$ cat src/rtl/ex_pkg.sv
// ---------------------------------------------------------------------------
// ex_pkg
// Shared definitions for the ID/EX issue stage: ALUOp encodings, ALU select
// codes, the R-type opcodes understood by the ALU control, and the beat
// record that travels through the output and skid registers.
// Ports: none (package).
// ---------------------------------------------------------------------------
package ex_pkg;

   localparam int DATA_WIDTH = 64;
   localparam int SEL_WIDTH  = 4;
   localparam int REG_ADDR_W = 5;

   // ALUOp as produced by the main control unit
   typedef enum logic [1:0] {
      ALUOP_MEM   = 2'b00,
      ALUOP_CBZ   = 2'b01,
      ALUOP_RTYPE = 2'b10,
      ALUOP_RSVD  = 2'b11
   } aluOp_e;

   // ALU select codes
   localparam logic [SEL_WIDTH-1:0] ALU_AND = 4'b0000;
   localparam logic [SEL_WIDTH-1:0] ALU_EOR = 4'b0001;
   localparam logic [SEL_WIDTH-1:0] ALU_ADD = 4'b0010;
   localparam logic [SEL_WIDTH-1:0] ALU_SUB = 4'b0110;

   // R-type opcodes, instruction bits [31:21]
   localparam logic [10:0] OPC_ADD = 11'h458;
   localparam logic [10:0] OPC_SUB = 11'h658;
   localparam logic [10:0] OPC_AND = 11'h450;
   localparam logic [10:0] OPC_EOR = 11'h650;

   // Zero register index, never a forwarding target
   localparam logic [REG_ADDR_W-1:0] REG_XZR = 5'd31;

   // One issued instruction as seen by the ALU and writeback
   typedef struct packed {
      logic [SEL_WIDTH-1:0]  select;
      logic [DATA_WIDTH-1:0] a;
      logic [DATA_WIDTH-1:0] b;
      logic [REG_ADDR_W-1:0] rd;
      logic                  regWrite;
      logic                  illegal;
   } beat_t;

endpackage

$ cat src/rtl/alu_ctrl_decode.sv
// ---------------------------------------------------------------------------
// alu_ctrl_decode
// Pure combinational ALU control: maps ALUOp plus the 11-bit opcode to the
// 4-bit ALU select and flags combinations the ALU does not support.
// Ports:
//   alu_op  in  2   ALUOp from main control
//   opcode  in  11  instruction bits [31:21]
//   select  out 4   ALU select
//   illegal out 1   unsupported ALUOp/opcode (select falls back to add)
// ---------------------------------------------------------------------------
import ex_pkg::*;

module alu_ctrl_decode (
   input  logic [1:0]           alu_op,
   input  logic [10:0]          opcode,
   output logic [SEL_WIDTH-1:0] select,
   output logic                 illegal
);

   // Memory ops and CBZ have fixed selects; only R-type looks at the opcode.
   // Anything unrecognised still drives add so the ALU sees a defined select,
   // and the illegal flag lets later stages raise the exception.
   always_comb begin
      select  = ALU_ADD;
      illegal = 1'b0;
      case (aluOp_e'(alu_op))
         ALUOP_MEM: select = ALU_ADD;
         ALUOP_CBZ: select = ALU_SUB;
         ALUOP_RTYPE: begin
            case (opcode)
               OPC_ADD: select = ALU_ADD;
               OPC_SUB: select = ALU_SUB;
               OPC_AND: select = ALU_AND;
               OPC_EOR: select = ALU_EOR;
               default: begin
                  select  = ALU_ADD;
                  illegal = 1'b1;
               end
            endcase
         end
         default: begin
            select  = ALU_ADD;
            illegal = 1'b1;
         end
      endcase
   end

endmodule

$ cat src/rtl/ex_issue_stage.sv
// ---------------------------------------------------------------------------
// ex_issue_stage
// ID/EX pipeline stage feeding the 64-bit ALU. Decodes the ALU select,
// picks operand B, and registers the beat. A one-entry skid register behind
// the output register lets id_ready come straight from a flop.
// Optional feature: define EX_FORWARD_EN to add a single forwarding source
// applied to rs1/rs2 at capture time.
// Ports:
//   clk, rst_n (sync, active-low), flush (sync, drops all beats)
//   ID side : id_valid, id_ready, id_alu_op, id_opcode, id_rs1_data,
//             id_rs2_data, id_imm, id_alu_src, id_rd, id_reg_write
//   EX side : ex_valid, ex_ready, alu_select, alu_a, alu_b, ex_rd,
//             ex_reg_write, ex_illegal
//   EX_FORWARD_EN only: id_rs1, id_rs2, fwd_valid, fwd_rd, fwd_data
// ---------------------------------------------------------------------------
import ex_pkg::*;

module ex_issue_stage #(
   parameter int DATA_WIDTH = ex_pkg::DATA_WIDTH,
   parameter int SEL_WIDTH  = ex_pkg::SEL_WIDTH,
   parameter int REG_ADDR_W = ex_pkg::REG_ADDR_W
) (
   input  logic                  clk,
   input  logic                  rst_n,
   input  logic                  flush,
   input  logic                  id_valid,
   output logic                  id_ready,
   input  logic [1:0]            id_alu_op,
   input  logic [10:0]           id_opcode,
   input  logic [DATA_WIDTH-1:0] id_rs1_data,
   input  logic [DATA_WIDTH-1:0] id_rs2_data,
   input  logic [DATA_WIDTH-1:0] id_imm,
   input  logic                  id_alu_src,
   input  logic [REG_ADDR_W-1:0] id_rd,
   input  logic                  id_reg_write,
`ifdef EX_FORWARD_EN
   input  logic [REG_ADDR_W-1:0] id_rs1,
   input  logic [REG_ADDR_W-1:0] id_rs2,
   input  logic                  fwd_valid,
   input  logic [REG_ADDR_W-1:0] fwd_rd,
   input  logic [DATA_WIDTH-1:0] fwd_data,
`endif
   output logic                  ex_valid,
   input  logic                  ex_ready,
   output logic [SEL_WIDTH-1:0]  alu_select,
   output logic [DATA_WIDTH-1:0] alu_a,
   output logic [DATA_WIDTH-1:0] alu_b,
   output logic [REG_ADDR_W-1:0] ex_rd,
   output logic                  ex_reg_write,
   output logic                  ex_illegal
);

   logic [SEL_WIDTH-1:0]  decSelect;
   logic                  decIllegal;
   logic [DATA_WIDTH-1:0] opA;
   logic [DATA_WIDTH-1:0] opRs2;
   beat_t                 newBeat;

   beat_t outBeat_q,   outBeat_d;
   logic  outValid_q,  outValid_d;
   beat_t skidBeat_q,  skidBeat_d;
   logic  skidValid_q, skidValid_d;

   logic accept;
   logic transfer;

   alu_ctrl_decode uDecode (
      .alu_op  (id_alu_op),
      .opcode  (id_opcode),
      .select  (decSelect),
      .illegal (decIllegal)
   );

`ifdef EX_FORWARD_EN
   // Bypass the register file when the forwarding source writes the same
   // register; XZR always reads as the register-file value.
   always_comb begin
      opA   = id_rs1_data;
      opRs2 = id_rs2_data;
      if (fwd_valid && (fwd_rd == id_rs1) && (fwd_rd != REG_XZR)) begin
         opA = fwd_data;
      end
      if (fwd_valid && (fwd_rd == id_rs2) && (fwd_rd != REG_XZR)) begin
         opRs2 = fwd_data;
      end
   end
`else
   // Operands come straight from the register file read ports
   always_comb begin
      opA   = id_rs1_data;
      opRs2 = id_rs2_data;
   end
`endif

   // Assemble the incoming beat; the immediate mux sits after forwarding
   always_comb begin
      newBeat.select   = decSelect;
      newBeat.a        = opA;
      newBeat.b        = id_alu_src ? id_imm : opRs2;
      newBeat.rd       = id_rd;
      newBeat.regWrite = id_reg_write;
      newBeat.illegal  = decIllegal;
   end

   // Ready depends only on the skid flop, so EX back-pressure never forms a
   // combinational path back into ID.
   assign id_ready = rst_n && !skidValid_q;
   assign accept   = id_valid && id_ready;
   assign transfer = outValid_q && ex_ready;

   // Next-state for output and skid registers. The skid is only ever loaded
   // while the output is full and stalled, and it drains into the output on
   // the next transfer; id_ready is low in that cycle so no beat competes.
   // Flush clears only the valid bits and wins over everything else.
   always_comb begin
      outBeat_d   = outBeat_q;
      outValid_d  = outValid_q;
      skidBeat_d  = skidBeat_q;
      skidValid_d = skidValid_q;
      if (flush) begin
         outValid_d  = 1'b0;
         skidValid_d = 1'b0;
      end else if (transfer) begin
         if (skidValid_q) begin
            outBeat_d   = skidBeat_q;
            outValid_d  = 1'b1;
            skidValid_d = 1'b0;
         end else if (accept) begin
            outBeat_d  = newBeat;
            outValid_d = 1'b1;
         end else begin
            outValid_d = 1'b0;
         end
      end else if (!outValid_q) begin
         if (accept) begin
            outBeat_d  = newBeat;
            outValid_d = 1'b1;
         end
      end else if (accept) begin
         skidBeat_d  = newBeat;
         skidValid_d = 1'b1;
      end
   end

   // State registers with synchronous reset that also zeroes the data path
   always_ff @(posedge clk) begin
      if (!rst_n) begin
         outBeat_q   <= '0;
         outValid_q  <= 1'b0;
         skidBeat_q  <= '0;
         skidValid_q <= 1'b0;
      end else begin
         outBeat_q   <= outBeat_d;
         outValid_q  <= outValid_d;
         skidBeat_q  <= skidBeat_d;
         skidValid_q <= skidValid_d;
      end
   end

   assign ex_valid     = outValid_q;
   assign alu_select   = outBeat_q.select;
   assign alu_a        = outBeat_q.a;
   assign alu_b        = outBeat_q.b;
   assign ex_rd        = outBeat_q.rd;
   assign ex_reg_write = outBeat_q.regWrite;
   assign ex_illegal   = outBeat_q.illegal;

endmodule

$ cat config.mk
export PLATFORM = sky130hd
export DESIGN_NAME = ex_issue_stage
export DESIGN_NICKNAME = d
export VERILOG_FILES = /design/src/rtl/ex_pkg.sv /design/src/rtl/alu_ctrl_decode.sv /design/src/rtl/ex_issue_stage.sv
export SDC_FILE = /design/constraint.sdc
export NUM_CORES = 1
export LEC_CHECK = 0
export ABC_AREA = 1
export BUFFER_PORTS_ARGS = -buffer_cell sky130_fd_sc_hd__buf_2
export CAP_MARGIN = 20
export CORE_ASPECT_RATIO = 0.75
export CORE_MARGIN = 4
export CORE_UTILIZATION = 47
export DETAILED_ROUTE_END_ITERATION = 6
export PLACE_DENSITY = 0.77
export SLEW_MARGIN = 20
export SYNTH_ARGS = -nofsm -noshare
export SYNTH_HDL_FRONTEND = slang
export SYNTH_SLANG_ARGS = --single-unit
$ cat constraint.sdc
create_clock -name clk -period 1.4 [get_ports clk]
set_input_delay 0.14 -clock clk [delete_from_list [all_inputs] [get_ports clk]]
set_output_delay 0.14 -clock clk [all_outputs]
set_load 0.03 [all_outputs]
Yosys cells after proc, flatten, opt, wreduce, memory -nomap -nowiden
Index checks and enable logic that the tools add are counted.
Widths: inputs -> output; s select.
{"block": "totals", "ff_bits": 280, "in_bits": 217}
{"block": "op_classes", "n_eq_ne": 7, "muxes": 13, "bitwise": 3, "reduce_logical": 12}
{"operator": "$mux 139", "count": 4}
{"operator": "$mux 64", "count": 1}
{"operator": "$eq 11x11->1 const B", "count": 4}
{"operator": "$pmux 3 s3", "count": 1}
{"operator": "$pmux 4 s2", "count": 1}
{"operator": "$mux 1", "count": 5}
{"operator": "$reduce_and 2->1", "count": 2}
{"operator": "$reduce_and 4->1", "count": 1}
{"operator": "$reduce_or 2->1", "count": 2}
{"operator": "$reduce_or 4->1", "count": 1}
{"operator": "$logic_and 1x1->1", "count": 3}
{"operator": "$not 1->1", "count": 3}
{"operator": "$reduce_or 3->1", "count": 1}
{"operator": "$eq 2x1->1 const B", "count": 1}
{"operator": "$eq 2x2->1 const B", "count": 1}
{"operator": "$logic_not 2->1", "count": 1}
{"operator": "$ne 2x1->1 const B", "count": 1}
{"operator": "$pmux 1 s2", "count": 1}
{"operator": "$logic_not 1->1", "count": 1}

Longest topological paths before layout
Gate-level depths: netlist of the first run.
{"block": "depth", "word_depth": 7, "depth_mapped": 11, "depth_no_buf": 10}

Hierarchy
From an unflattened synthesis of the first run, not the netlist that was laid out.
{"block": "hier_totals", "cells_unflattened": 2140, "hier_area_um2": 13427.9}
{"module": "ex_issue_stage", "instances": 1, "cells_each": 2101, "area_each_um2": 13236.4, "seq_area_each_um2": 5605.4}
{"module": "alu_ctrl_decode", "instances": 1, "cells_each": 39, "area_each_um2": 191.4, "seq_area_each_um2": 0.0}

Worst setup path after synthesis of the first run
Ideal clock, no wire load.
{"block": "synth_timing", "path_type": "register to register", "from": "reg outValid_q (netlist: ex_valid)", "to": "reg outBeat_q, in the netlist alu_b[47]", "setup_time_ns": 0.117, "arrival_time_ns": 1.569, "required_ns": 1.283, "path_slack_ns": -0.286, "stages_incl_launch_ff": 9, "n_path_buf": 2, "period_less_slack_ns": 1.686, "cell_sequence": "dfxtp_1 -> nand2_1 -> nor2_1 -> inv_2 -> buf_2 -> clkbuf_1 -> or2_2 -> a21oi_1 -> nor2_1"}
{"block": "synth_via", "elab_chain_cells": 3, "elab_cells_between_ends": 4, "classes_between": "eq/ne: 1; mux: 1; reduce/logical: 2"}
{"element": "from (decl)", "line": "ex_issue_stage.sv:60", "text": "logic outValid_q, outValid_d;"}
{"element": "from (signal assigned)", "line": "ex_issue_stage.sv:154", "text": "outValid_q <= outValid_d;"}
{"element": "$logic_and 1x1->1", "line": "ex_issue_stage.sv:109", "text": "assign transfer = outValid_q && ex_ready;"}
{"element": "$ne 2x1->1 (no line)"}
{"element": "$reduce_and 2->1 (no line)"}
{"element": "to (signal assigned)", "line": "ex_issue_stage.sv:153", "text": "outBeat_q <= outBeat_d;"}
{"element": "to (decl)", "line": "ex_issue_stage.sv:59", "text": "beat_t outBeat_q, outBeat_d;"}
Parallel ways exist; a longest one is shown, timed or not.
A chain may end at the register's enable or synchronous reset.

Worst setup path in the final report of the first run
{"block": "layout_timing", "from": "reg skidValid_q", "to": "reg outBeat_q, in the netlist alu_a[60]"}
{"block": "layout_via", "elab_chain_cells": 6, "elab_cells_between_ends": 7, "classes_between": "mux: 4; reduce/logical: 3"}
{"element": "from (decl)", "line": "ex_issue_stage.sv:62", "text": "logic skidValid_q, skidValid_d;"}
{"element": "from (signal assigned)", "line": "ex_issue_stage.sv:156", "text": "skidValid_q <= skidValid_d;"}
{"element": "$logic_not 1->1", "line": "ex_issue_stage.sv:107", "text": "assign id_ready = rst_n && !skidValid_q;"}
{"element": "$logic_and 1x1->1", "line": "ex_issue_stage.sv:107"}
{"element": "$logic_and 1x1->1", "line": "ex_issue_stage.sv:108", "text": "assign accept = id_valid && id_ready;"}
{"element": "$mux 139"}
{"element": "$mux 139, on equally long branches"}
{"element": "$mux 139 *", "line": "ex_issue_stage.sv:123", "text": "end else if (transfer) begin"}
Every way passes the cells marked *; elsewhere a longest branch is shown, timed or not. The select of a mux whose other input is x is not followed.

==> results.ini, run 1 <==
[outcome]
status = finished, violations left
violations = setup timing

[pwr]
p_leak_uw = 0.00768
seq_power_share_pct = 44.2
power.switching_uw = 4920
cell_internal_pwr_uw = 13900
powerDensity_nw_per_um2 = 1040
p_clk_share_pct = 40.4
switching_share_pct = 26.2
combPwrFrac_pct = 15.4
vdd_drop_max_uv = 992

[critical_path]
crit_fanout = 6
crit_top_cell = buf_12
cp.arrival_ns = 2.05
crit_path_cell_trace = nor2_4, nand2_4, nand2_4, inv_2, nor2_4, buf_12, buf_12, buf_12, buf_12, nor2_1, nor2_1
endpoint_kind = flop
worstPathRequired_ns = 1.87
worst-path-buf-inv = 5
setup.worst_path.class = reg -> reg
cp-start-kind = flop
cp_slowest_stage_delay_ns = 0.34
critPathTopFamily = simple AND/OR/NAND/NOR gates
critPathSlowestCell = dfxtp_2

[finish]
fin_util_pct = 73.9
layout_common_cells = 354 x buf_2, 277 x dfxtp_1, 273 x nor2_1
nets = 2248
fin_cells = 2385
area_growth_pct = 52.2
drive_gt1_share_pct = 32.7
final_common_cell = buf_2

[clock_network]
cts-buffers-inserted = 27
clkLatencyLatePin_ns = 0.54
cts_buffer_depth = 3
cts_tree = yes
clock_sinks = 279
clockRootBuffer = clkbuf_16
cts.clk_slew.worst_paths_ns = 0.06
htree_levels = 1

[grt]
track_usage_pct = 28.0
grt_max_degree = 127
busiest_layer = met2
use_met1_pct = 35.6
antenna_found_initial = 6
grt_pass1_vias = 12700
met2_usage_pct = 46.9
overflow = 0
grt_use_met3_pct = 5.28
grt_first_pass_wirelength_um = 65300

[floorplanning]
num_io_pins = 358
die_area_um2 = 27800
floorplan.initialDensity_pct = 48.6
core.rowCount = 49
fp.dieW_um = 191
fp.dieH_um = 145
core_um2 = 24300

[sta]
setup_viol = 275
skew_ns = 0.0115
setup_tns_ns = -30.36
timing.final.ws_setup_ns = -0.186
timing.fmax_ghz = 0.631
rsz0062_at_grt = yes
slew_headroom_pct = 62.1
finalHoldViolations = 0
period_needed_ns = 1.59
worst_pin_slew_ns = 0.569
post-route-period-util_pct = 113
report.final.slew_viol_count = 0
fin_hold_ws_ns = 0.00908

[yosys]
synth_area_um2 = 11800
synth.avg_cell_area_um2 = 7.86
yosysSeqAreaShare_pct = 47.3
synth-seq-cells = 279
synthCells = 1504
syn-num-nets = 1724
yosys_warnings = 0
yosys.cell_types.count = 24

[place]
post-dp-hpwl_um = 23800
portBuffers = 357
placedCellCount = 2134
place.gp.congestion = 0.833

[routing]
vias = 13000
route.detailed.drc = 0
ant_nets = 0
drt-vias-per-instance = 5.45
firstDrtPassIters = 5
drt_wl_total_um = 43300
drtIter0Drc = 1165
wire_per_inst_um = 18.2

[hold_path]
hp-class = in -> reg

[flow_run]
drv_cap = 0

## through the flow
stage,total power [uW],cell area (um^2),setup slack (ns)
floorplan,9740,12000,-0.0496
global placement,10700,14300,-0.132
detailed placement,10700,14300,-0.187
CTS,18700,17400,-0.171
global route,19400,18000,-0.283
finish,18800,18000,-0.186
## cell families after synthesis
family,count (synthesis),synth area share [%]
AO/OA/AOI/OAI,490,23.3
AND/OR/NAND/NOR,485,17.1
flip-flops,279,47.3
buffers and inverters,183,6.61
multiplexers,64,5.42
adder cells (fa/ha/maj),3,0.318
## cells in the mapped netlist, drive strengths merged
library cell	count	area (um^2)
a211oi	69	518
a21oi	141	706
buf	56	304
clkbuf	70	263
dfxtp	279	5590
ha	3	37.5
inv	57	214
mux2i	64	641
nand2	124	468
nand3	8	45.0
nor2	286	1090
nor3	1	5.00
o211ai	2	15.0
o21a	33	248
o21ai	212	1060
o22ai	33	206
or2	66	413
## cell type report
cell class              instances  area, um^2
flip-flops and latches        279        5590
multi-input cells            1042        5830
fillers                      1724        6350
repair buffers                620        4970
diodes                          5        12.5
well taps                     331         414
clock buffers                  38         777
clock inverters                12         144
repair inverters                1        16.3
inverters                      57         235
## layer usage
layer  vias to the layer above  part of all wire (%)
met3                       134                   8.3
li1                       6152                     -
met5                         -                 0.030
met2                       689                    47
met4                         2                   4.1
met1                      6023                    40
## registers in the layout, indices dropped and copies added (netlist names)
name and flops:
ex_reg_write 1, ex_illegal 1, skidBeat_q 138, skidValid_q 1, ex_rd 5, ex_valid 1
alu_b 64, alu_a 64, alu_select 4
## final timing paths
check | from | end | slack, ns | cells past startpoint
hold / removal | id_imm[44] | skidBeat_q[51] | 0.009 | 3
setup / recovery | skidValid_q | alu_a[60] | -0.19 | 11
setup reg to reg | skidValid_q | alu_a[60] | -0.19 | 11
hold reg to reg | alu_select[3] | alu_select[3] | 0.44 | 2
## repair_timing
item | 4_1_cts | 5_1_grt
buffers inserted | 20 | 11
resized for setup | 61 | 102
pin swaps | 10 | 22
hold endpoints to repair | 174 | 0
gates cloned | 9 | 9
setup endpoints to repair | 273 | 279
hold buffers | 152 | 0
## worst reg2reg max path, cell delays in order (launching register included)
cell	delay, ns
dfxtp_2	0.34
nor2_4	0.17
nand2_4	0.12
nand2_4	0.08
inv_2	0.04
nor2_4	0.11
buf_12	0.15
buf_12	0.14
buf_12	0.11
buf_12	0.10
nor2_1	0.05
nor2_1	0.10
## power groups by stage
stage / Combinational (uW) / Clock [uW] / Sequential, uW
after global routing: 3080 / 8040 / 8320
after floorplan: 884 / 0 / 8860
after global placement: 2190 / 0 / 8460
after CTS: 2730 / 7700 / 8290
after detailed placement: 2230 / 0 / 8460
final: 2890 / 7580 / 8300
Note: power is estimated with default switching activity, not from simulation.
==> run 2: changes to the inputs <==
--- a/config.mk
+++ b/config.mk
@@ -10,10 +10,11 @@
 export CAP_MARGIN = 20
 export CORE_ASPECT_RATIO = 0.75
 export CORE_MARGIN = 4
-export CORE_UTILIZATION = 47
+export CORE_UTILIZATION = 45
 export DETAILED_ROUTE_END_ITERATION = 6
-export PLACE_DENSITY = 0.77
+export PLACE_DENSITY = 0.7
 export SLEW_MARGIN = 20
 export SYNTH_ARGS = -nofsm -noshare
 export SYNTH_HDL_FRONTEND = slang
+export SYNTH_HIERARCHICAL = 1
 export SYNTH_SLANG_ARGS = --single-unit
==> constraint.sdc (replaced) <==
create_clock -name clk -period 1.9 [get_ports clk]
set_input_delay 0.19 -clock clk [delete_from_list [all_inputs] [get_ports clk]]
set_output_delay 0.19 -clock clk [all_outputs]
set_load 0.03 [all_outputs]
==> results.ini, run 2 <==
[yosys]
netlist_top_cells_area = dfxtp_1 42%, nor2_1 16%, nand2_1 15%, inv_1 6.9%, o21ai_0 6.9%
syn-num-nets = 2360  ; +37%
synth_edf_count = 0  ; unchanged
yosys_warnings = 6  ; +6
synth.avg_cell_area_um2 = 6.27  ; -20%
synth_area_um2 = 13400  ; +14%
synth-seq-cells = 280  ; +0.36%
async_flop_share_pct = 0  ; unchanged
yosys.cell_types.count = 26  ; +8.3%
yosysSeqAreaShare_pct = 41.7  ; -5.5 points
synth_top_area_share_pct = 41.7  ; -5.5 points
synth-main-ff-cell = dfxtp_1
synthCells = 2140  ; +42%
yosysMostFrequentCell = nor2_1
synth_largest_area_cell = dfxtp_1
synthTopCellsByCount = 560 x nor2_1, 547 x nand2_1, 280 x dfxtp_1

[finish]
largest_reg_flops = 139  ; +0.72%
fin_cells = 2905  ; +22%
nets = 2710  ; +21%
drive_gt1_share_pct = 18.0  ; -15 points
area_growth_pct = 26.4
final_common_cell = nor2_1
num-fill-cells = 2787  ; +62%
largest_register = skidBeat_q
layout_common_cells = 560 x nor2_1, 547 x nand2_1, 355 x buf_2

[critical_path]
cp-start-kind = flop
cp.arrival_ns = 2.10  ; +0.05 ns
endpoint_kind = flop
crit_fanout = 121  ; +115
worstPathRequired_ns = 2.32  ; +0.45 ns
setup.worst_path.class = reg -> reg

[clock_network]
clkLatencyLatePin_ns = 0.55  ; about the same
post_cts_buffers = 0  ; -100%
cts_buffer_depth = 3  ; unchanged
cts_resized = 0  ; -100%
clockRootBuffer = clkbuf_16
clock_sinks = 280  ; +0.36%
htree_levels = 1  ; unchanged
cts-buffers-inserted = 30  ; +11%
cts_tree = yes
postCtsHoldBufs = 73  ; -52%
cts.clk_slew.worst_paths_ns = 0.06  ; about the same

[grt]
grt_max_degree = 122  ; -3.9%
antenna_found_initial = 2  ; -4
track_usage_pct = 22.5  ; -5.5 points
overflow = 0  ; unchanged
grt_pass1_vias = 12700  ; -0.51%
grt_first_pass_wirelength_um = 62700  ; -3.9%

[floorplanning]
core_um2 = 29300  ; +20%
num_io_pins = 358  ; unchanged
fp.dieH_um = 158  ; +8.4%
floorplan.initialDensity_pct = 45.9  ; -2.7 points
core.rowCount = 54  ; +10%
fp.dieW_um = 207  ; +8.6%
die_area_um2 = 32700  ; +18%

[sta]
rsz0062_at_grt = no
skew_ns = 0.0121  ; +0.000636 ns
slew_headroom_pct = 46.8  ; -15 points
timing.fmax_ghz = 0.593  ; -6.0%
worst_pin_slew_ns = 0.798  ; +0.229 ns
period_needed_ns = 1.69  ; +0.102 ns
report.final.slew_viol_count = 0  ; unchanged
setup_tns_ns = 0  ; +30.36 ns
post-route-period-util_pct = 88.8  ; -24 points
finalHoldViolations = 0  ; unchanged
setup_viol = 0  ; -100%

[routing]
route.detailed.drc = 0  ; unchanged
wire_per_inst_um = 13.5  ; -25%
ant_nets = 0  ; unchanged
drt-vias-per-instance = 4.79  ; -12%
drt_wl_total_um = 39300  ; -9.2%
drtIter0Drc = 814  ; -30%
vias = 13900  ; +7.0%
firstDrtPassIters = 5  ; unchanged

[outcome]
status = complete, no violations

[pwr]
vdd_drop_max_uv = 639  ; -36%
powerDensity_nw_per_um2 = 820  ; -21%
p_leak_uw = 0.00854  ; +11%
finalPower_uw = 13900  ; -26%

[place]
place.gp.congestion = 0.875  ; +5.0%
placedCellCount = 2777  ; +30%
post-dp-hpwl_um = 25000  ; +4.9%
portBuffers = 357  ; unchanged

[hold_path]
hp-class = in -> reg

[flow_run]
drv_cap = 0  ; unchanged

## run 2: changes by cell type in the layout (fill, tap and decap cells not counted), moves of 34 or more
| cell | before | now |
|---|---|---|
| or2_2 | 55 | 0 |
| dlygate4sd3_1 | 152 | 73 |
| nand2_1 | 120 | 547 |
| a211oi_1 | 35 | 0 |
| mux2i_1 | 64 | 0 |
| a211oi_2 | 34 | 0 |
| inv_1 | 49 | 246 |
| a21oi_1 | 120 | 66 |
| o21ai_0 | 129 | 184 |
| nor2_1 | 273 | 560 |
## run 2: cells by family after synthesis
logic type	count (synthesis)	synth area share, %
simple gates	1157	33.4
buf+inv	396	13.3
compound gates	303	11.3
flops	280	41.7
fa+ha+maj	3	0.280
other cells	1	0.0279
## run 2: worst paths after layout
check	to	cells after the start	start	slack, ns
max	skidBeat_q[19]	8	ex_valid	0.21
min	alu_b[37]	5	id_rs2_data[37]	0.03
max reg2reg	skidBeat_q[19]	8	ex_valid	0.21
min reg2reg	alu_a[61]	2	alu_a[61]	0.47
## run 2: routing by layer
layer	global-route usage, %	routed length [um]
met1	29.7	17400
met4	6.36	986
met2	38.1	18200
met3	4.18	2760
met5	0	0
## run 2: report_power, final
part	switching, uW	total [uW]	leakage [uW]	internal, uW
sequential	92.0	6140	0.00227	6050
combinational	1170	1830	0.00577	656
clock	2390	5950	0.000500	3560
total	3660	13900	0.00854	10300
## run 2: final cells by class
cell class	instances	area [um^2]	share of cell area, %
Clock inverter	13	143	0.841
Antenna cell	2	5.00	0.0295
Sequential cell	280	5610	33.0
Tap cell	392	490	2.89
Clock buffer	40	860	5.07
Inverter	254	957	5.64
Timing Repair Buffer	460	2860	16.9
Multi-Input combinational cell	1464	6050	35.6
## run 2: worst max-delay path: stages (launching register included)
cell and delay (ns):
dfxtp_1 0.40, inv_2 0.06, nor2_4 0.11, nand2_1 0.09, nor2_4 0.17, buf_12 0.41, nand2_1 0.10, o21ai_0 0.10
nor2_1 0.06
## run 2: stage by stage
stage	instance area (um^2)	utilization [%]	hold slack (ns)	worst slack [ns]
3_3_place_gp	15200	52.1	0.403	0.276
5_1_grt	17000	58.0	0.0534	0.0133
3_5_place_dp	15200	52.1	0.411	0.228
6_report	17000	58.0	0.0311	0.213
4_1_cts	17000	58.0	0.0121	0.210
2_1_floorplan	13400	-	0.267	0.253
==> run 3: changes to the inputs <==
--- a/config.mk
+++ b/config.mk
@@ -9,7 +9,6 @@
 export BUFFER_PORTS_ARGS = -buffer_cell sky130_fd_sc_hd__buf_2
 export CAP_MARGIN = 20
 export CORE_ASPECT_RATIO = 0.75
-export CORE_MARGIN = 4
 export CORE_UTILIZATION = 45
 export DETAILED_ROUTE_END_ITERATION = 6
 export PLACE_DENSITY = 0.7
==> constraint.sdc (replaced) <==
create_clock -name clk -period 1.9 [get_ports clk]
set_input_delay 0.38 -clock clk [delete_from_list [all_inputs] [get_ports clk]]
set_output_delay 0.38 -clock clk [all_outputs]
set_load 0.03 [all_outputs]
==> results.ini, run 3 (synthesized netlist as in run 2, its figures left out) <==
[sta]
post-route-period-util_pct = 92.6  ; +3.8 points
report.final.slew_viol_count = 0  ; unchanged
skew_ns = 0.0204  ; +0.00835 ns
timing.final.ws_setup_ns = 0.141  ; -0.0717 ns
slew_headroom_pct = 57.4  ; +11 points
worst_pin_slew_ns = 0.639  ; -0.158 ns
finalHoldViolations = 0  ; unchanged
period_needed_ns = 1.76  ; +0.0717 ns
setup_tns_ns = 0  ; unchanged
timing.fmax_ghz = 0.568  ; -4.1%
rsz0062_at_grt = no
setup_viol = 0  ; unchanged

[critical_path]
setup.worst_path.class = reg -> out
endpoint_kind = output pin
cp.arrival_ns = 1.38  ; -0.72 ns
cp-start-kind = flop
crit_fanout = 5  ; -96%
worstPathRequired_ns = 1.52  ; -0.80 ns
rrSetupSlack_ns = 0.28  ; +0.07 ns

[flow_run]
drv_cap = 0  ; unchanged

[grt]
grt_max_degree = 106  ; -13%
grt_pass1_vias = 11900  ; -6.1%
grt_first_pass_wirelength_um = 59200  ; -5.6%
overflow = 0  ; unchanged
antenna_found_initial = 4  ; +2
track_usage_pct = 23.4  ; +0.89 points

[clock_network]
cts.clk_slew.worst_paths_ns = 0.06  ; about the same
htree_levels = 1  ; unchanged
cts_resized = 0  ; unchanged
clkLatencyLatePin_ns = 0.55  ; about the same
post_cts_buffers = 0  ; unchanged
postCtsHoldBufs = 0  ; -100%
cts-buffers-inserted = 30  ; unchanged
clock_sinks = 280  ; unchanged
cts_buffer_depth = 3  ; unchanged
cts_tree = yes
clockRootBuffer = clkbuf_16

[routing]
vias = 13500  ; -3.0%
firstDrtPassIters = 7  ; +2
ant_nets = 0  ; unchanged
drt-vias-per-instance = 4.74  ; -0.95%
drtIter0Drc = 729  ; -10%
drt_wl_total_um = 37000  ; -5.9%
wire_per_inst_um = 13.0  ; -3.9%
route.detailed.drc = 0  ; unchanged

[floorplanning]
core_um2 = 29200  ; -0.23%
num_io_pins = 358  ; unchanged
floorplan.initialDensity_pct = 46.0  ; +0.11 points
fp.dieW_um = 201  ; -2.9%
fp.dieH_um = 152  ; -3.8%
die_area_um2 = 30500  ; -6.6%
core.rowCount = 54  ; unchanged

[finish]
area_growth_pct = 21.9
nets = 2647  ; -2.3%
final_common_cell = nor2_1
drive_gt1_share_pct = 18.7  ; +0.71 points
fin_cells = 2844  ; -2.1%
largest_reg_flops = 139  ; unchanged
largest_register = skidBeat_q
layout_common_cells = 560 x nor2_1, 547 x nand2_1, 355 x buf_2

[outcome]
status = complete, no violations

[hold_path]
hp-class = in -> reg

[place]
post-dp-hpwl_um = 24500  ; -1.9%
placedCellCount = 2787  ; +0.36%
place_ws_ns = 0.218  ; -0.0101 ns
place.gp.congestion = 0.810  ; -7.4%
portBuffers = 357  ; unchanged

[pwr]
powerDensity_nw_per_um2 = 830  ; +1.3%
vdd_drop_max_uv = 629  ; -1.5%
p_leak_uw = 0.00829  ; -3.0%
finalPower_uw = 13600  ; -2.3%

-- run 3: cell types whose count changed in the layout (fill, tap and decap cells not counted), sizes merged, moves of 2 or more --
cell and change:
clkinv -6, bufinv -3, clkbuf +9, buf +10
diode +2, dlygate4sd3 -73
-- run 3: cell type report --
class / count / area (um^2)
antenna: 4 / 10.0
clock buffer: 49 / 943
clock inverter: 4 / 23.8
fill: 2881 / 12800
inverter: 254 / 957
multi-input combinational: 1464 / 6050
sequential: 280 / 5610
tap: 392 / 490
timing repair buffer: 397 / 2300
-- run 3: metrics by stage --
stage                     utilization (%)  hold slack, ns  area [um^2]
after floorplan                         -           0.457        13400
after global routing                 56.1          0.0202        16400
final                                56.1          0.0325        16400
after global placement               52.7           0.462        15400
after CTS                            56.1         0.00109        16400
after detailed placement             52.7           0.470        15400
-- run 3: path summary, 6_finish.rpt --
kind | end | startpoint | cells past startpoint
worst max register to register | alu_a[56] | skidValid_q | 6
worst max-delay path | id_ready | skidValid_q | 4
worst min register to register | alu_a[57] | alu_a[57] | 2
worst min-delay path | ex_valid | flush | 2
-- run 3: worst max-delay path: stages (launching register included) --
cell and delay (ns):
dfxtp_1 0.47, inv_4 0.08, nand2_1 0.06, inv_1 0.05, buf_2 0.17
-- run 3: power by group --
group          switching [uW]  leakage [uW]  internal [uW]
logic                    1140       0.00554            582
registers                91.1       0.00227           6050
clock network            2370      0.000480           3360
-- run 3: routing by layer --
layer | vias to the layer above | GRT usage, % | part of all wire, %
met4 | 2 | 6.78 | 2.5
li1 | 7037 | - | -
met5 | - | 0 | 0.030
met3 | 64 | 4.19 | 6.4
met2 | 386 | 38.4 | 45
met1 | 5996 | 31.4 | 46
